### config.mk
export PLATFORM = sky130hd
export DESIGN_NAME = sccb_init_sequencer
export DESIGN_NICKNAME = d
export VERILOG_FILES = /design/src/rtl/sccb_init_sequencer.sv
export SDC_FILE = /design/constraint.sdc
export NUM_CORES = 1
export LEC_CHECK = 0
export ABC_AREA = 1
export BUFFER_PORTS_ARGS = -buffer_cell sky130_fd_sc_hd__buf_2
export CAP_MARGIN = 20
export CORE_MARGIN = 8
export CORE_UTILIZATION = 32
export CTS_CLUSTER_SIZE = 20
export DETAILED_ROUTE_END_ITERATION = 12
export SLEW_MARGIN = 0
export SYNTH_ARGS = -nofsm -noshare
export SYNTH_HDL_FRONTEND = slang
export SYNTH_SLANG_ARGS = --single-unit
### constraint.sdc
create_clock -name clk -period 4 [get_ports clk]
set_input_delay 0 -clock clk [delete_from_list [all_inputs] [get_ports clk]]
set_output_delay 0 -clock clk [all_outputs]
set_load 0.1 [all_outputs]
### src/rtl/sccb_init_sequencer.sv
// -----------------------------------------------------------------------------
// sccb_init_sequencer
//
// Plays back a camera-sensor register table over an AXI4 write channel. Each
// table entry {sub_addr, data} becomes one 2-beat write burst (sub_addr, then
// data) to the SCCB master's write-transfer register. Entry 16'hFFFF ends the
// table. An entry with sub_addr 8'hFE inserts a wait of data*DELAY_UNIT clocks
// instead of a bus write. A write that gets a bad response or a foreign ID is
// retried up to MAX_RETRY times. After that the sequencer stops and reports
// the failing index.
//
// Ports
//   clk, rst            clock, synchronous active-high reset
//   start_i             one-cycle pulse that starts playback from index 0
//   busy_o              playback in progress
//   done_o / err_o      sticky completion / failure flags, cleared by start_i
//   err_idx_o           table index of the entry that failed
//   rom_addr_o          table index, read data arrives one cycle later
//   rom_data_i          table entry {sub_addr[15:8], data[7:0]}
//   m_aw* / m_w* / m_b* AXI4 write address, write data and response channels
// -----------------------------------------------------------------------------
module sccb_init_sequencer #(
    parameter int                    DATA_W           = 8,
    parameter int                    ADDR_W           = 32,
    parameter int                    MST_ID_W         = 5,
    parameter int                    TRANS_DATA_LEN_W = 8,
    parameter int                    TRANS_RESP_W     = 2,
    parameter logic [ADDR_W-1:0]     SCCB_BASE_ADDR   = 32'h2000_0000,
    parameter logic [MST_ID_W-1:0]   MST_ID           = 5'd1,
    parameter int                    TBL_ADDR_W       = 8,
    parameter int                    DELAY_UNIT       = 1000,
    parameter int                    MAX_RETRY        = 2
) (
    input  logic                        clk,
    input  logic                        rst,
    input  logic                        start_i,
    output logic                        busy_o,
    output logic                        done_o,
    output logic                        err_o,
    output logic [TBL_ADDR_W-1:0]       err_idx_o,
    output logic [TBL_ADDR_W-1:0]       rom_addr_o,
    input  logic [15:0]                 rom_data_i,
    output logic [MST_ID_W-1:0]         m_awid_o,
    output logic [ADDR_W-1:0]           m_awaddr_o,
    output logic [TRANS_DATA_LEN_W-1:0] m_awlen_o,
    output logic                        m_awvalid_o,
    input  logic                        m_awready_i,
    output logic [DATA_W-1:0]           m_wdata_o,
    output logic                        m_wlast_o,
    output logic                        m_wvalid_o,
    input  logic                        m_wready_i,
    input  logic [MST_ID_W-1:0]         m_bid_i,
    input  logic [TRANS_RESP_W-1:0]     m_bresp_i,
    input  logic                        m_bvalid_i,
    output logic                        m_bready_o
);

    // Wide enough for the longest wait, 255 ticks.
    localparam int DLY_W   = $clog2(255 * DELAY_UNIT + 1);
    localparam int RETRY_W = (MAX_RETRY < 1) ? 1 : $clog2(MAX_RETRY + 1);

    typedef enum logic [3:0] {
        IDLE, FETCH, DECODE, AW, W0, W1, BRESP, DELAY, DONE, ERR
    } state_t;

    state_t                  state_q,     state_d;
    logic [TBL_ADDR_W-1:0]   rom_addr_q,  rom_addr_d;
    logic [TBL_ADDR_W-1:0]   err_idx_q,   err_idx_d;
    logic [RETRY_W-1:0]      retry_q,     retry_d;
    logic [15:0]             entry_q,     entry_d;
    logic [DLY_W-1:0]        delay_cnt_q, delay_cnt_d;
    logic                    busy_q,      busy_d;
    logic                    done_q,      done_d;
    logic                    err_q,       err_d;
    logic                    awvalid_q,   awvalid_d;
    logic                    wvalid_q,    wvalid_d;
    logic [DATA_W-1:0]       wdata_q,     wdata_d;
    logic                    wlast_q,     wlast_d;
    logic                    bready_q,    bready_d;
    logic                    advance;

    always_comb begin
        // NOTE: every signal gets a default before the case so no path leaves
        // it unassigned; otherwise synthesis infers a latch.
        state_d     = state_q;
        rom_addr_d  = rom_addr_q;
        err_idx_d   = err_idx_q;
        retry_d     = retry_q;
        entry_d     = entry_q;
        delay_cnt_d = delay_cnt_q;
        advance     = 1'b0;

        case (state_q)
            IDLE, DONE, ERR: begin
                if (start_i) begin
                    state_d    = FETCH;
                    rom_addr_d = '0;
                    retry_d    = '0;
                end
            end
            FETCH:  state_d = DECODE;   // the table read takes one cycle
            DECODE: begin
                entry_d = rom_data_i;
                if (rom_data_i == 16'hFFFF) begin
                    state_d = DONE;
                end else if (rom_data_i[15:8] == 8'hFE) begin
                    state_d     = DELAY;
                    delay_cnt_d = DLY_W'(rom_data_i[7:0]) * DLY_W'(DELAY_UNIT);
                end else begin
                    state_d = AW;
                end
            end
            AW:  if (m_awready_i) state_d = W0;
            W0:  if (m_wready_i)  state_d = W1;
            W1:  if (m_wready_i)  state_d = BRESP;
            BRESP: begin
                if (m_bvalid_i) begin
                    if (m_bresp_i == '0 && m_bid_i == MST_ID) begin
                        advance = 1'b1;
                    end else if (retry_q < RETRY_W'(MAX_RETRY)) begin
                        retry_d = retry_q + RETRY_W'(1);
                        state_d = AW;   // resend the same entry, already in entry_q
                    end else begin
                        err_idx_d = rom_addr_q;
                        state_d   = ERR;
                    end
                end
            end
            DELAY: begin
                // A zero count still spends one cycle here.
                if (delay_cnt_q <= DLY_W'(1)) begin
                    delay_cnt_d = '0;
                    advance     = 1'b1;
                end else begin
                    delay_cnt_d = delay_cnt_q - DLY_W'(1);
                end
            end
            default: state_d = IDLE;
        endcase

        // The last index ends the table rather than wrapping to 0.
        if (advance) begin
            retry_d = '0;
            if (&rom_addr_q) begin
                state_d = DONE;
            end else begin
                rom_addr_d = rom_addr_q + TBL_ADDR_W'(1);
                state_d    = FETCH;
            end
        end

        // Outputs are decoded from the next state so they come straight from flops.
        busy_d    = !(state_d inside {IDLE, DONE, ERR});
        done_d    = (state_d == DONE);
        err_d     = (state_d == ERR);
        awvalid_d = (state_d == AW);
        wvalid_d  = (state_d == W0) || (state_d == W1);
        wlast_d   = (state_d == W1);
        bready_d  = (state_d == BRESP);
        wdata_d   = '0;
        if (state_d == W0) wdata_d = DATA_W'(entry_d[15:8]);
        if (state_d == W1) wdata_d = DATA_W'(entry_d[7:0]);
    end

    // NOTE: state is updated with non-blocking assignments so every flop
    // samples the values from before this edge, whatever the statement order.
    always_ff @(posedge clk) begin
        if (rst) begin
            state_q     <= IDLE;
            rom_addr_q  <= '0;
            err_idx_q   <= '0;
            retry_q     <= '0;
            entry_q     <= '0;
            delay_cnt_q <= '0;
            busy_q      <= 1'b0;
            done_q      <= 1'b0;
            err_q       <= 1'b0;
            awvalid_q   <= 1'b0;
            wvalid_q    <= 1'b0;
            wdata_q     <= '0;
            wlast_q     <= 1'b0;
            bready_q    <= 1'b0;
        end else begin
            state_q     <= state_d;
            rom_addr_q  <= rom_addr_d;
            err_idx_q   <= err_idx_d;
            retry_q     <= retry_d;
            entry_q     <= entry_d;
            delay_cnt_q <= delay_cnt_d;
            busy_q      <= busy_d;
            done_q      <= done_d;
            err_q       <= err_d;
            awvalid_q   <= awvalid_d;
            wvalid_q    <= wvalid_d;
            wdata_q     <= wdata_d;
            wlast_q     <= wlast_d;
            bready_q    <= bready_d;
        end
    end

    assign busy_o      = busy_q;
    assign done_o      = done_q;
    assign err_o       = err_q;
    assign err_idx_o   = err_idx_q;
    assign rom_addr_o  = rom_addr_q;
    assign m_awid_o    = MST_ID;
    assign m_awaddr_o  = SCCB_BASE_ADDR;
    assign m_awlen_o   = TRANS_DATA_LEN_W'(1);
    assign m_awvalid_o = awvalid_q;
    assign m_wdata_o   = wdata_q;
    assign m_wlast_o   = wlast_q;
    assign m_wvalid_o  = wvalid_q;
    assign m_bready_o  = bready_q;

endmodule

==> impl_metrics.csv, run 1 <==
group,metric,value,unit
status,outcome,"complete, no violations",
cts,clkTransAtPathRegs,60,ps
power,p_per_area,523,nW/um^2
grt,grt_start_max_net_pins,34,
critical_path,r2r_slack,1790,ps
cts,cts_max_level,3,
critical_path,crit_path_start_kind,"primary input",
grt,grt_use_total,12.5,%
critical_path,timing.rr.end,"err_o",
cts,clk_latency,350,ps
grt,grt_pass1_vias,4592,
critical_path,crit_type,"in2reg",
timing,finalMaxSlewViolations,0,
timing,period_needed,3310,ps
timing,period_share,82.7,%
cts,cts_tree,"done",
synthesis,synth-seq-cells,71,
power,ir_drop,0.255,mV
cts,cts_buffers,9,
place,dp_cells,1019,
detailed_routing,drt_pass1_iterations,4,
critical_path,startpoint,"rom_data_i[1]",
place,dp_hpwl,10400,um
critical_path,crit_fanout,7,
place,placed_area,5740,sq um
die,die_x,146,um
critical_path,cp.arrival,3530,ps
critical_path,crit_chain,"buf_2 > fa_1 > inv_1 > fa_1 > fa_1 > fa_1 > inv_1 > ha_1 > a21oi_1 > o21ai_0 > a21o_1 > o21ai_0 > a21oi_1",
grt,grt_pass1_wl,22300,um
critical_path,cp_num_cells,13,
die,initial_core_util,32.7,%
die,ios,105,
final_layout,nNetsFinal,908,
critical_path,path_buf_inv,3,
final_layout,area_growth,13.5,%
timing,rsz0062_at_grt,"no",
final_layout,drive_above_1_share,14.4,%
timing,hold_viol,0,
timing,worst_pin_slew,519,ps
critical_path,max_stage_delay,540,ps
die,dieHeight,146,um
synthesis,synth_edf_count,0,
critical_path,cpMaxStageDelayCell,"fa_1",
critical_path,end_kind,"register",
synthesis,syn_area,5410,sq um
critical_path,worstRegToRegCells,8,
detailed_routing,drtAntennaViolNets,0,
timing,fmax,0.302,GHz
power,power.total,3.21,mW
timing,fin_worst_skew,10.8,ps
grt,antenna_found_initial,0,
timing,relSlewSlack,65.4,%
synthesis,ys.flop_type,"dfxtp_1",
critical_path,path_delay_family,"adder cells",
synthesis,synth_area_per_cell,7.18,sq um
synthesis,synth_seq_area_share,26.3,%
synthesis,synth_top_area_share,26.3,%
timing,setup_viol,0,
worst_hold_path,hold_class,"in2reg",
place,place.gp.congestion,0.836,
critical_path,cp_data_required_time,4220,ps
synthesis,synth_cells,753,
detailed_routing,wl_per_cell,12.7,um
synthesis,yosys_warnings,0,
detailed_routing,routed_wirelength,13300,um
cts,clkSinkCount,71,
final_layout,stdcell_area,6140,sq um
die,dieArea,21300,sq um
die,core_area,16500,sq um
run,maxCapViolCount,0,
detailed_routing,drtIter0Drc,227,
detailed_routing,via_per_inst,4.51,
place,io_buffers,59,
worst_hold_path,hold_depth,3,
cts,post_cts_buffers,0,
detailed_routing,drc_errors,0,
detailed_routing,vias,4702,
final_layout,n_antenna_cell,0,
critical_path,r2r-start,"state_q[1]",
timing,tns,0,ps
cts,cts_resized,0,
grt,grt.overflow.total,0,
final_layout,fin_cells,1042,
synthesis,synthArstFlopShare,0,%
power,leakage,3.06,nW
critical_path,crit_path_end,"delay_cnt_q[13]",
die,rows,47,
synthesis,synth_area_leaders,"dfxtp_1, nand2_1, ha_1",
critical_path,path_common_cell,"fa_1",
synthesis,synth.lib_cells_used.distinct,44,
cts,clockBufferDepth,2,
cts,clockRootBuffer,"clkbuf_16",
synthesis,synth_top_cell_by_area,"dfxtp_1",
-- logic make-up after synthesis --
group | after synthesis | share of synthesized area [%]
buffers and inverters | 161 | 14.9
xor gates and xnor gates | 15 | 2.43
and+or+nand+nor | 328 | 27.6
DFF | 71 | 26.3
adders and majority gates | 62 | 17.3
AOI/OAI and AO/OA | 114 | 11.3
other | 2 | 0.139
-- routing by layer --
layer	vias up	part of all wire (%)	global-route usage, %
met2	104	45	19.3
met5	-	0	0
li1	2463	-	-
met3	10	5.3	3.92
met4	0	0.93	2.89
met1	2125	49	16.8
-- what timing repair did --
item,4_1_cts,5_1_grt
endpoints found under the setup margin,0,0
endpoints found under the hold margin,7,0
hold buffers,7,0
-- stage by stage --
step / setup slack (ps) / utilization [%] / hold slack, ps
floorplan: 725 / - / 161
global placement: 402 / 34.7 / 299
detailed placement: 348 / 34.7 / 300
CTS: 710 / 37.1 / 3.64
global route: 432 / 37.1 / 28.5
finish: 694 / 37.1 / 14.5
-- where the power goes --
part / internal (mW) / leakage [nW] / switching (mW)
logic: 0.447 / 2.33 / 1.08
registers: 0.762 / 0.574 / 0.0311
clock network: 0.554 / 0.162 / 0.331
total: 1.76 / 3.06 / 1.45
-- cells in the final DEF, fill, tap and decap left out, drive strengths merged, types with 2 or more instances in the layout --
master and count:
nor2 87, nand4 18, nand3b 2, ha 41, o21ai 40, dfxtp 71
clkbuf 9, a21oi 62, dlygate4sd3 7, or2 4, clkinv 4, o211ai 2
bufinv 2, xnor2 4, a21o 2, nor3 12, nor3b 2, a31oi 3
buf 61, inv 104, fa 21, conb 45, xor2 11, nand2 156
nand3 46
-- synth_stat cells (all sizes together), types with 3 or more instances --
library cell,count
nand2,156
xor2,11
fa,21
nand3,46
a21oi,62
ha,41
nand4,18
inv,101
a31oi,3
dfxtp,71
o21ai,40
or2,4
buf,52
clkbuf,6
xnor2,4
nor2,87
nor3,12
-- sequential cells by signal, summed over array words and instances (netlist names) --
signal       flops
m_wlast_o        1
m_wvalid_o       1
delay_cnt_q     18
state_q          4
entry_q         16
err_idx_o        8
done_o           1
m_wdata_o        8
m_awvalid_o      1
m_bready_o       1
busy_o           1
rom_addr_o       8
retry_q          2
err_o            1
-- worst min path at each step --
stage / slack, ps / endpoint / start
2_1_floorplan: 160 / entry_q[10] / rom_data_i[10]
3_3_place_gp: 300 / entry_q[14] / rom_data_i[14]
3_5_place_dp: 300 / entry_q[14] / rom_data_i[14]
4_1_cts: 4 / delay_cnt_q[3] / rom_data_i[0]
5_1_grt: 30 / delay_cnt_q[3] / rom_data_i[0]
6_report: 10 / entry_q[3] / rom_data_i[3]
-- final cells by class --
cell class | instances | area (sq um)
sequential | 71 | 1420
multi-input combinational | 564 | 3340
fill | 1773 | 10400
clock inverter | 7 | 103
inverter | 103 | 390
tap | 220 | 275
timing repair buffer | 68 | 380
clock buffer | 9 | 225
-- worst register-to-register path: stages, from the launching register on --
cell	delay, ps
dfxtp_1	490
nand2_1	140
nor2_4	430
nand3_1	190
nand2_2	150
inv_2	70
nand2_2	260
nand2_1	150
nor3_1	230
Note: power is estimated with default switching activity, not from simulation.
==> run 2: changes to the inputs <==
==> constraint.sdc (replaced) <==
create_clock -name clk -period 3.1 [get_ports clk]
set_input_delay 0 -clock clk [delete_from_list [all_inputs] [get_ports clk]]
set_output_delay 0 -clock clk [all_outputs]
set_load 0.1 [all_outputs]
==> impl_metrics.csv, run 2 (same netlist as run 1, synthesis figures left out) <==
group,metric,value,unit
status,outcome,"complete, no violations",
final_layout,num-fill-cells,1752,
final_layout,top_register,"delay_cnt_q",
place,dp_hpwl,10900,um
cts,clockRootBuffer,"clkbuf_16",
grt,grt_use_total,12.9,%
timing,period_needed,3010,ps
detailed_routing,drc_errors,0,
critical_path,worstRegToRegCells,9,
worst_hold_path,hold_class,"in2reg",
final_layout,largest_register_ffs,18,
cts,cts_max_level,3,
detailed_routing,routed_wirelength,13900,um
detailed_routing,drtAntennaViolNets,0,
power,ir_drop,0.335,mV
final_layout,regArea,1420,sq um
critical_path,crit_fanout,4,
cts,clkTransAtPathRegs,60,ps
detailed_routing,via_per_inst,4.52,
timing,fmax,0.333,GHz
timing,hold_viol,0,
critical_path,cp.arrival,3240,ps
place,post-place-ws,-325,ps
critical_path,crit_path_start_kind,"primary input",
place,io_buffers,59,
die,rows,47,
die,core_area,16500,sq um
timing,holdWs,38.4,ps
power,power.total,4.70,mW
final_layout,reg.largest.list,"delay_cnt_q (18), entry_q (16)",
cts,clk_latency,330,ps
cts,clkSinkCount,71,
final_layout,area_growth,21.5,%
timing,worst_pin_slew,501,ps
timing,setup_viol,0,
detailed_routing,drt_pass1_iterations,5,
grt,antenna_found_initial,0,
timing,finalMaxSlewViolations,0,
cts,clockBufferDepth,2,
critical_path,cp_data_required_time,3330,ps
die,dieHeight,146,um
grt,grt.overflow.total,0,
timing,layout_setup_ws,94.4,ps
final_layout,drive_above_1_share,21.4,%
final_layout,nNetsFinal,944,
die,initial_core_util,32.7,%
die,dieArea,21300,sq um
detailed_routing,wl_per_cell,12.9,um
power,p_per_area,715,nW/um^2
timing,fin_worst_skew,7.08,ps
cts,cts_buffers,9,
critical_path,end_kind,"register",
detailed_routing,vias,4868,
timing,relSlewSlack,66.5,%
detailed_routing,drtIter0Drc,329,
final_layout,mostFrequentLayoutCells,"nand2_1, inv_1, nor2_1",
critical_path,crit_type,"in2reg",
cts,cts_tree,"done",
die,die_x,146,um
timing,period_share,97.0,%
grt,grt_start_max_net_pins,33,
final_layout,layout_commonest_cell,"nand2_1",
final_layout,multi_input_area,3500,sq um
worst_hold_path,hold_depth,3,
power,leakage,3.22,nW
run,maxCapViolCount,0,
grt,grt_pass1_wl,23100,um
die,ios,105,
final_layout,n_antenna_cell,0,
place,place.gp.congestion,0.857,
grt,grt_pass1_vias,4746,
timing,rsz0062_at_grt,"yes",
[run 2: critical path, cell delays in order]
cell and delay [ps]:
buf_8 100, fa_1 540, inv_2 40, fa_1 520
fa_1 430, fa_1 510, inv_2 50, ha_4 290
nand2_2 70, o21ai_0 220, a21oi_1 90, o21ai_0 80
buf_4 130, nand3_1 60, nand2_1 70, inv_1 30
[run 2: final cells by class]
class | count | area share (%)
Clock buffer | 10 | 3.49
Clock inverter | 6 | 1.07
Inverter | 103 | 5.94
Multi-Input combinational cell | 564 | 53.3
Sequential cell | 71 | 21.6
Tap cell | 220 | 4.19
Timing Repair Buffer | 104 | 10.4
[run 2: power breakdown]
group          internal, mW  switching, mW  total (mW)
logic                 0.991           1.63        2.62
registers             0.983         0.0379        1.02
clock network         0.628          0.427        1.05
[run 2: what timing repair did]
action | CTS | global route
hold buffers | 7 | 0
resized for setup | 0 | 41
endpoints found under the hold margin | 7 | 0
setup endpoints to repair | 0 | 7
buffers inserted | 0 | 1
[run 2: path summary, 6_finish.rpt]
path | end | start | slack, ps
setup / recovery | delay_cnt_q[11] | rom_data_i[3] | 90
hold / removal | m_wlast_o | m_wready_i | 40
setup reg to reg | err_o | state_q[3] | 930
hold reg to reg | entry_q[0] | entry_q[0] | 470
[run 2: stage by stage]
stage	TNS [ps]	utilization, %	std cells	area [sq um]
3_3_place_gp	-2020	36.6	1054	6050
3_5_place_dp	-2340	36.6	1054	6050
2_1_floorplan	-34.2	-	796	5620
5_1_grt	-317	39.8	1078	6570
4_1_cts	0	38.8	1077	6420
6_report	0	39.8	1078	6570
[run 2: metal layers]
metal	wire length [um]	up-vias	GRT usage (%)
met4	207	0	3.45
met5	0	-	0
met2	6290	129	20.8
met3	813	18	3.39
li1	-	2546	-
met1	6560	2175	16.6
==> run 3: changes to the inputs <==
--- a/config.mk
+++ b/config.mk
@@ -12,6 +12,7 @@
 export CORE_UTILIZATION = 32
 export CTS_CLUSTER_SIZE = 20
 export DETAILED_ROUTE_END_ITERATION = 12
+export SETUP_SLACK_MARGIN = 0.5
 export SLEW_MARGIN = 0
 export SYNTH_ARGS = -nofsm -noshare
 export SYNTH_HDL_FRONTEND = slang
==> impl_metrics.csv, run 3 (same netlist as run 1, synthesis figures left out) <==
group,metric,value,unit
timing,fin_worst_skew,7.32,ps
final_layout,num-fill-cells,1785,
grt,grt_use_total,13.2,%
detailed_routing,drtIter0Drc,257,
final_layout,drive_above_1_share,23.9,%
detailed_routing,drt_pass1_iterations,5,
final_layout,reg.largest.list,"delay_cnt_q (18), entry_q (16)",
final_layout,area_growth,23.9,%
detailed_routing,wl_per_cell,13.2,um
cts,cts_buffers,9,
place,dp_hpwl,10900,um
die,ios,105,
power,pwr-share-comb,57.2,%
power,leakage,3.24,nW
grt,grt.overflow.total,0,
place,dp_cells,1051,
detailed_routing,via_per_inst,4.59,
power,p_seq_share,21.0,%
die,dieHeight,146,um
critical_path,crit_path_start_kind,"primary input",
power,p_per_area,728,nW/um^2
critical_path,cp_data_required_time,3330,ps
critical_path,crit_type,"in2reg",
power,p_sw,2.19,mW
detailed_routing,met2_length,6470,um
grt,grt_start_max_net_pins,33,
die,die_x,146,um
grt,grt_pass1_vias,4857,
detailed_routing,highest-signal-layer,"met4",
final_layout,mostFrequentLayoutCells,"nand2_1, inv_1, nor2_1",
place,place.gp.congestion,0.886,
cts,clk_latency,340,ps
final_layout,top_register,"delay_cnt_q",
detailed_routing,drtAntennaViolNets,0,
cts,cts_tree,"done",
timing,tns,0,ps
timing,period_needed,2980,ps
cts,clkSinkCount,71,
cts,clockBufferDepth,2,
power,clkPwrFrac,21.8,%
grt,antenna_found_initial,0,
grt,grt_pass1_wl,23500,um
run,maxCapViolCount,0,
critical_path,crit_fanout,4,
detailed_routing,vias,4930,
timing,hold_viol,0,
final_layout,fin_cells,1074,
power,ir_drop,0.347,mV
final_layout,n_antenna_cell,0,
final_layout,layout_commonest_cell,"nand2_1",
place,io_buffers,59,
worst_hold_path,hold_class,"in2reg",
timing,rsz0062_at_grt,"yes",
die,rows,47,
timing,fmax,0.336,GHz
power,power.total,4.88,mW
critical_path,end_kind,"register",
detailed_routing,drc_errors,0,
die,core_area,16500,sq um
detailed_routing,routed_wirelength,14200,um
final_layout,nNetsFinal,940,
cts,clkTransAtPathRegs,60,ps
timing,period_share,96.1,%
critical_path,cp.arrival,3210,ps
power,swShare,45.0,%
power,p_int,2.68,mW
final_layout,largest_register_ffs,18,
die,initial_core_util,32.7,%
timing,finalMaxSlewViolations,0,
detailed_routing,dr_wl_met3,857,um
status,outcome,"complete, no violations",
cts,clockRootBuffer,"clkbuf_16",
cts,cts_max_level,3,
die,dieArea,21300,sq um
detailed_routing,wl_met1,6620,um
timing,setup_viol,0,
==> run 3: changes by cell type in the layout (fill, tap and decap cells not counted), moves of 3 or more <==
| cell | before | now |
|---|---|---|
| nor2_1 | 77 | 74 |
| nand3_1 | 44 | 40 |
| nor2_2 | 5 | 8 |
| ha_1 | 34 | 29 |
| ha_4 | 7 | 12 |
| buf_4 | 36 | 29 |
| inv_1 | 83 | 78 |
| inv_2 | 17 | 22 |
| nand3_2 | 2 | 6 |
==> run 3: final timing paths <==
check	start	endpoint	slack, ps	depth (start not counted)
max	rom_data_i[1]	delay_cnt_q[16]	120	17
min	m_wready_i	m_wlast_o	20	3
max reg2reg	state_q[0]	err_o	930	11
min reg2reg	entry_q[0]	entry_q[0]	470	2
==> run 3: final cells by class <==
type / count / area, sq um / share of cell area, %
clock buffers: 10 / 239 / 3.57
clock inverters: 6 / 67.6 / 1.01
inverters: 103 / 390 / 5.83
repair buffers: 100 / 668 / 9.97
flip-flops and latches: 71 / 1420 / 21.2
multi-input cells: 564 / 3640 / 54.3
well taps: 220 / 275 / 4.11
==> run 3: timing repair <==
item | 4_1_cts | 5_1_grt
cloned | 0 | 0
endpoints found under the hold margin | 7 | 0
buffers inserted | 0 | 0
resized for setup | 26 | 33
hold buffers | 7 | 0
endpoints found under the setup margin | 10 | 10
pin swaps | 13 | 20
==> run 3: stage by stage <==
| step | hold slack [ps] | area (sq um) | utilization [%] | setup slack (ps) |
|---|---|---|---|---|
| global route | 52.7 | 6700 | 40.5 | -60.7 |
| finish | 16.4 | 6700 | 40.5 | 121 |
| floorplan | 161 | 5650 | - | 11.6 |
| CTS | 2.87 | 6570 | 39.8 | 178 |
| detailed placement | 297 | 6070 | 36.8 | -289 |
| global placement | 295 | 6070 | 36.8 | -262 |
==> run 3: power by group through the flow <==
stage,Combinational [mW],Sequential [mW],Clock [mW]
CTS,2.56,1.02,1.09
floorplan,1.69,1.13,0
finish,2.79,1.02,1.06
global placement,2.27,1.04,0
detailed placement,2.29,1.04,0
global route,3.04,1.03,1.13
==> run 3: worst max-delay path: stages <==
cell,delay (ps)
buf_8,100
fa_1,530
inv_1,50
fa_1,450
fa_1,480
fa_1,500
inv_2,40
ha_4,300
nand2_2,100
nor2_2,160
nand3_1,80
nand4_1,110
nand2_1,60
nand2_1,70
nor2_2,40
nor2_1,80
nor2_1,40
==> run 3: metal layers <==
metal  up-vias  track usage (%)
met1      2236             17.0
met5         -                0
met2       138             21.0
met3        26             3.23
met4         0             4.33
li1       2530                -
